File: src/rtl/main_fsm.sv
// main_fsm: multicycle processor control FSM (fetch/decode/memory/execute/branch).
// Moore decode of all control outputs from the current state; pcWrite combines
// the internal pcUpdate and branch strobes with the ALU zero flag.
// Memory-wait states (FETCH, MEMREAD, MEMWRITE) are guarded by an 8-bit wait
// counter that aborts back to FETCH after WAIT_MAX stalled cycles.
// Optional feature macro: MAIN_FSM_JAL_EN adds the JAL state and opcode 1101111;
// without it that opcode is reported as illegal.
//
// state    | meaning
// ---------+-----------------------------------------------------------
// FETCH    | read instruction, PC+4; waits on memReady
// DECODE   | read registers, compute branch/jump target in ALU
// MEMADR   | compute load/store address
// MEMREAD  | load access; waits on memReady
// MEMWB    | write load data to register file
// MEMWRITE | store access; waits on memReady
// EXECR    | register-register ALU operation
// EXECI    | register-immediate ALU operation
// ALUWB    | write ALU result to register file
// BEQ      | compare for branch, PC <= target when zero
// JAL      | PC <= target, rd link value computed (MAIN_FSM_JAL_EN only)

module main_fsm #(
    parameter int unsigned WAIT_MAX = 15
) (
    input  logic       clk,
    input  logic       resetN,
    input  logic [6:0] op,
    input  logic       zero,
    input  logic       memReady,
    output logic       pcWrite,
    output logic       adrSrc,
    output logic       memWrite,
    output logic       irWrite,
    output logic       regWrite,
    output logic [1:0] resultSrc,
    output logic [1:0] aluSrcA,
    output logic [1:0] aluSrcB,
    output logic [1:0] aluOp,
    output logic       illegalOp,
    output logic       memTimeout
);

    localparam logic [6:0] OP_LOAD   = 7'b0000011;
    localparam logic [6:0] OP_STORE  = 7'b0100011;
    localparam logic [6:0] OP_RTYPE  = 7'b0110011;
    localparam logic [6:0] OP_ITYPE  = 7'b0010011;
    localparam logic [6:0] OP_BRANCH = 7'b1100011;
    localparam logic [6:0] OP_JAL    = 7'b1101111;

    localparam logic [7:0] WAIT_LIMIT = WAIT_MAX[7:0];

    typedef enum logic [3:0] {
        FETCH,
        DECODE,
        MEMADR,
        MEMREAD,
        MEMWB,
        MEMWRITE,
        EXECR,
        EXECI,
        ALUWB,
        BEQ
`ifdef MAIN_FSM_JAL_EN
        , JAL
`endif
    } state_t;

    state_t     state;
    logic [7:0] waitCnt;
    logic       waitState;
    logic       timeout;
    logic       opLegal;
    logic       pcUpdate;
    logic       branch;

    // Timeout fires only while stalled in a memory-wait state at the limit;
    // memReady arriving on that same cycle takes priority.
    always_comb begin
        waitState = (state == FETCH) || (state == MEMREAD) || (state == MEMWRITE);
        timeout   = waitState && !memReady && (waitCnt == WAIT_LIMIT);
    end

    // Opcodes that DECODE knows how to dispatch.
    always_comb begin
        opLegal = 1'b0;
        case (op)
            OP_LOAD, OP_STORE, OP_RTYPE, OP_ITYPE, OP_BRANCH: opLegal = 1'b1;
`ifdef MAIN_FSM_JAL_EN
            OP_JAL:                                           opLegal = 1'b1;
`endif
            default:                                          opLegal = 1'b0;
        endcase
    end

    // State register and wait counter; any state change (including a FETCH
    // retry after timeout) leaves the counter cleared for the next wait state.
    always_ff @(posedge clk) begin
        if (!resetN) begin
            state   <= FETCH;
            waitCnt <= '0;
        end else begin
            if (waitState && !memReady && !timeout)
                waitCnt <= waitCnt + 8'd1;
            else
                waitCnt <= '0;

            case (state)
                FETCH: begin
                    if (memReady)
                        state <= DECODE;
                end
                DECODE: begin
                    case (op)
                        OP_LOAD, OP_STORE: state <= MEMADR;
                        OP_RTYPE:          state <= EXECR;
                        OP_ITYPE:          state <= EXECI;
                        OP_BRANCH:         state <= BEQ;
`ifdef MAIN_FSM_JAL_EN
                        OP_JAL:            state <= JAL;
`endif
                        default:           state <= FETCH;
                    endcase
                end
                MEMADR:   state <= (op == OP_LOAD) ? MEMREAD : MEMWRITE;
                MEMREAD: begin
                    if (memReady)
                        state <= MEMWB;
                    else if (timeout)
                        state <= FETCH;
                end
                MEMWB:    state <= FETCH;
                MEMWRITE: begin
                    if (memReady || timeout)
                        state <= FETCH;
                end
                EXECR:    state <= ALUWB;
                EXECI:    state <= ALUWB;
                ALUWB:    state <= FETCH;
                BEQ:      state <= FETCH;
`ifdef MAIN_FSM_JAL_EN
                JAL:      state <= ALUWB;
`endif
                default:  state <= FETCH;
            endcase
        end
    end

    // Control decode from state; FETCH gates its writes with memReady so a
    // stalled or timed-out fetch never commits the IR or PC.
    always_comb begin
        adrSrc     = 1'b0;
        memWrite   = 1'b0;
        irWrite    = 1'b0;
        regWrite   = 1'b0;
        resultSrc  = 2'b00;
        aluSrcA    = 2'b00;
        aluSrcB    = 2'b00;
        aluOp      = 2'b00;
        illegalOp  = 1'b0;
        pcUpdate   = 1'b0;
        branch     = 1'b0;
        memTimeout = timeout;
        case (state)
            FETCH: begin
                aluSrcB   = 2'b10;
                resultSrc = 2'b10;
                irWrite   = memReady;
                pcUpdate  = memReady;
            end
            DECODE: begin
                aluSrcA   = 2'b01;
                aluSrcB   = 2'b01;
                illegalOp = !opLegal;
            end
            MEMADR: begin
                aluSrcA = 2'b10;
                aluSrcB = 2'b01;
            end
            MEMREAD: begin
                adrSrc = 1'b1;
            end
            MEMWB: begin
                resultSrc = 2'b01;
                regWrite  = 1'b1;
            end
            MEMWRITE: begin
                adrSrc   = 1'b1;
                memWrite = 1'b1;
            end
            EXECR: begin
                aluSrcA = 2'b10;
                aluOp   = 2'b10;
            end
            EXECI: begin
                aluSrcA = 2'b10;
                aluSrcB = 2'b01;
                aluOp   = 2'b10;
            end
            ALUWB: begin
                regWrite = 1'b1;
            end
            BEQ: begin
                aluSrcA = 2'b10;
                aluOp   = 2'b01;
                branch  = 1'b1;
            end
`ifdef MAIN_FSM_JAL_EN
            JAL: begin
                aluSrcA  = 2'b01;
                aluSrcB  = 2'b10;
                pcUpdate = 1'b1;
            end
`endif
            default: begin
                adrSrc = 1'b0;
            end
        endcase
    end

    assign pcWrite = pcUpdate | (branch & zero);

endmodule

File: config.mk
export PLATFORM = sky130hd
export DESIGN_NAME = main_fsm
export DESIGN_NICKNAME = d
export VERILOG_FILES = /design/src/rtl/main_fsm.sv
export SDC_FILE = /design/constraint.sdc
export NUM_CORES = 1
export LEC_CHECK = 0
export BUFFER_PORTS_ARGS = -buffer_cell sky130_fd_sc_hd__buf_2
export CAP_MARGIN = 0
export CORE_MARGIN = 4
export CORE_UTILIZATION = 48
export CTS_CLUSTER_DIAMETER = 200
export CTS_CLUSTER_SIZE = 10
export DETAILED_ROUTE_END_ITERATION = 12
export PLACE_DENSITY = 0.86
export SETUP_SLACK_MARGIN = 0.02
export SLEW_MARGIN = 20
export SYNTH_ARGS = -nofsm -noshare
export SYNTH_HDL_FRONTEND = slang
export SYNTH_SLANG_ARGS = --single-unit
File: constraint.sdc
create_clock -name clk -period 1.75 [get_ports clk]
set_input_delay 0.35 -clock clk [delete_from_list [all_inputs] [get_ports clk]]
set_output_delay 0.35 -clock clk [all_outputs]
set_load 0.01 [all_outputs]
==> out/qor.yml <==
status:
  status: "complete, but fails checks"
  violations: "negative setup slack"
timing:
  setup_tns_ns: -0.552
  fin_crit_ns: 1.95
  layout_setup_ws_ns: -0.203
  final_max_slew_viol_count: 0
  worst_slew_pin_slew_ns: 0.359
  period_share: 1.12
  finalHoldViolCount: 0
  max_freq_mhz: 512
  maxSlewHeadroom: 0.759
  fin_skew_ns: 0.0107
  rsz0062_at_grt: "yes"
  setup_viol: 4
logic_synthesis:
  syn-instance-count: 96
  muxShareOfSynthArea: 0
  syn_nets: 108
  synth_edf_count: 0
  synth_compound_area_frac: 0.185
  synth_ff_type: "dfxtp_1"
  synth_top_family_by_area: "simple AND/OR/NAND/NOR gates"
  synth_seq_cells: 12
  synthArstFlopShare: 0
  synth-simple-area-share: 0.344
  synth-xor-area-share: 0.0781
  synth_area_um2: 785
  synth_cell_types: 38
  synth_adder_area_share: 0.0159
  ys_seq_area_frac: 0.306
  avgSynthCellArea_um2: 8.17
  ys_warn_count: 0
routing:
  drcViolationCount: 0
  drt_iter0_drc: 18
  wl_per_cell_um: 14.2
  wl_met2_mm: 1.12
  wl_met1_um: 803
  avgViaCountPerCell: 5.58
  wirelength_mm: 2.10
  wl_met3_um: 135
  routed.top_layer: "met4"
  ant_nets: 0
  first_pass_iters: 4
  via_count: 826
critical_path:
  crit_arrival_ns: 1.60
  crit_required_ns: 1.40
  cp-end-kind: "output pin"
  crit_slowest_cell: "or4_4"
  cp_max_fo: 3
  crit_chain: "or4_4 -> o22ai_4 -> and3_1 -> buf_2"
  start_kind: "register"
  path_class: "reg2out"
  max_stage_delay_ns: 0.54
final_layout:
  area_growth_pct: 42.6
  drive_gt1_frac: 0.492
  nNetsFinal: 146
  diodes: 0
  utilization: 0.734
placement:
  port_buffers: 25
  gp_congestion: 0.864
  place_hpwl_mm: 1.53
  pre_cts_ws_ns: 0.0594
power_and_ir_drop:
  p_int_uw: 613
  pwr-share-clk: 0.172
  peakVddDrop_v: 0.000599
  power_density_nw_per_um2: 859
  combPwrFrac: 0.513
  p_sw_uw: 348
  switching_share: 0.362
  p_leak_nw: 0.484
  seqPwrFrac: 0.315
job:
  drv_cap: 0
clock_network:
  cts_tree: "yes"
  clock_path_buffers: 2
  h-tree-depth: 1
  numCtsBuffers: 3
  insertion_delay_ns: 0.28
  root_buffer: "clkbuf_4"
  tritoncts_num_sinks: 12
  ctsHoldBuffers: 0
  clkTransAtPathRegs_ns: 0.07
global_route:
  grt_max_degree: 10
  grt-ovfl-total: 0
  grt_pass1_vias: 808
  antenna_found_initial: 0
  grt_usage: 0.184
  grt_first_pass_wirelength_mm: 3.47
floorplan:
  io-pin-count: 26
  die_h_um: 48.4
  core_um2: 1520
  initial_core_util: 0.515
  dieArea_um2: 2340
  rows: 14
  die_width_um: 48.4
worst_hold_path:
  hold_path_class: "in2reg"
[flip-flops by register name, indices dropped and copies added (netlist names)]
register,cells
waitCnt,8
state,4
[power by group through the flow]
stage	registers (mW)	clock network, mW	logic, mW
floorplan	0.304	0	0.254
global placement	0.307	0	0.377
detailed placement	0.309	0	0.386
CTS	0.303	0.168	0.449
global route	0.307	0.196	0.529
finish	0.303	0.165	0.493
[cells in the mapped netlist (3+ instances only)]
| cell type | count | area [um^2] |
|---|---|---|
| and3_1 | 3 | 18.8 |
| nand3_1 | 3 | 15.0 |
| nor2_1 | 14 | 52.6 |
| dfxtp_1 | 12 | 240 |
| and2_1 | 5 | 31.3 |
| a21oi_1 | 3 | 15.0 |
| xnor2_1 | 4 | 35.0 |
| nor3_1 | 5 | 25.0 |
| o21ai_0 | 3 | 15.0 |
| inv_1 | 6 | 22.5 |
| xor2_1 | 3 | 26.3 |
| nand2_1 | 4 | 15.0 |
[kinds of logic (layout without fill, tap and decap cells)]
group,count (synthesis),count (layout)
compound gates,18,18
xor+xnor,7,7
fa+ha+maj,1,1
buf+inv,11,47
flops,12,12
simple gates,47,47
[final cells by class]
class,instances,area [um^2]
Tap cell,16,20.0
Timing Repair Buffer,38,240
Multi-Input combinational cell,73,571
Fill cell,107,405
Inverter,6,22.5
Sequential cell,12,243
Clock buffer,3,22.5
[layer usage]
layer / up-vias / track usage
li1: 416 / -
met4: 0 / 0.0276
met1: 378 / 0.205
met5: - / 0
met2: 28 / 0.335
met3: 4 / 0.0644
[metrics by stage]
| stage | area (um^2) | hold slack (ns) | power, mW | std cells |
|---|---|---|---|---|
| floorplan | 785 | 0.413 | 0.558 | 96 |
| global placement | 957 | 0.428 | 0.684 | 140 |
| detailed placement | 957 | 0.437 | 0.694 | 140 |
| CTS | 1080 | 0.368 | 0.921 | 147 |
| global route | 1120 | 0.360 | 1.03 | 148 |
| finish | 1120 | 0.368 | 0.961 | 148 |
[worst max-delay path: cells and delay by family (launching register included)]
family	cells	cell delay, ns
simple gates	2	0.70
flops	1	0.33
compound gates	1	0.17
buf+inv	1	0.12
[layout by cell type, fill, tap and decap left out, types with 2 or more instances in the layout]
| master | instances |
|---|---|
| nand4_1 | 2 |
| dfxtp_1 | 10 |
| buf_4 | 10 |
| xor2_1 | 3 |
| nand2_2 | 2 |
| nor2_1 | 13 |
| nand3_1 | 3 |
| o311ai_0 | 2 |
| and3_1 | 3 |
| buf_6 | 4 |
| o21ai_0 | 3 |
| nand2b_4 | 2 |
| a21oi_1 | 2 |
| nor3_1 | 4 |
| inv_1 | 4 |
| and2_1 | 5 |
| a211oi_2 | 2 |
| buf_2 | 24 |
| inv_2 | 2 |
| xnor2_1 | 3 |
| nand2_1 | 2 |
| dfxtp_2 | 2 |
| clkbuf_4 | 3 |
[repair_timing]
action                                 4_1_cts  5_1_grt
setup endpoints to repair                   10       13
pin swaps                                    2        6
endpoints found under the hold margin        0        0
gates resized for setup                     17        8
setup buffers                                4        3
[final timing paths]
check | startpoint | slack (ns) | cells past startpoint | endpoint
setup / recovery | state[2] | -0.20 | 4 | memTimeout
hold / removal | resetN | 0.37 | 2 | state[3]
setup reg to reg | state[2] | 0.12 | 5 | state[0]
hold reg to reg | waitCnt[0] | 0.44 | 1 | waitCnt[0]
Note: power is estimated with default switching activity, not from simulation.
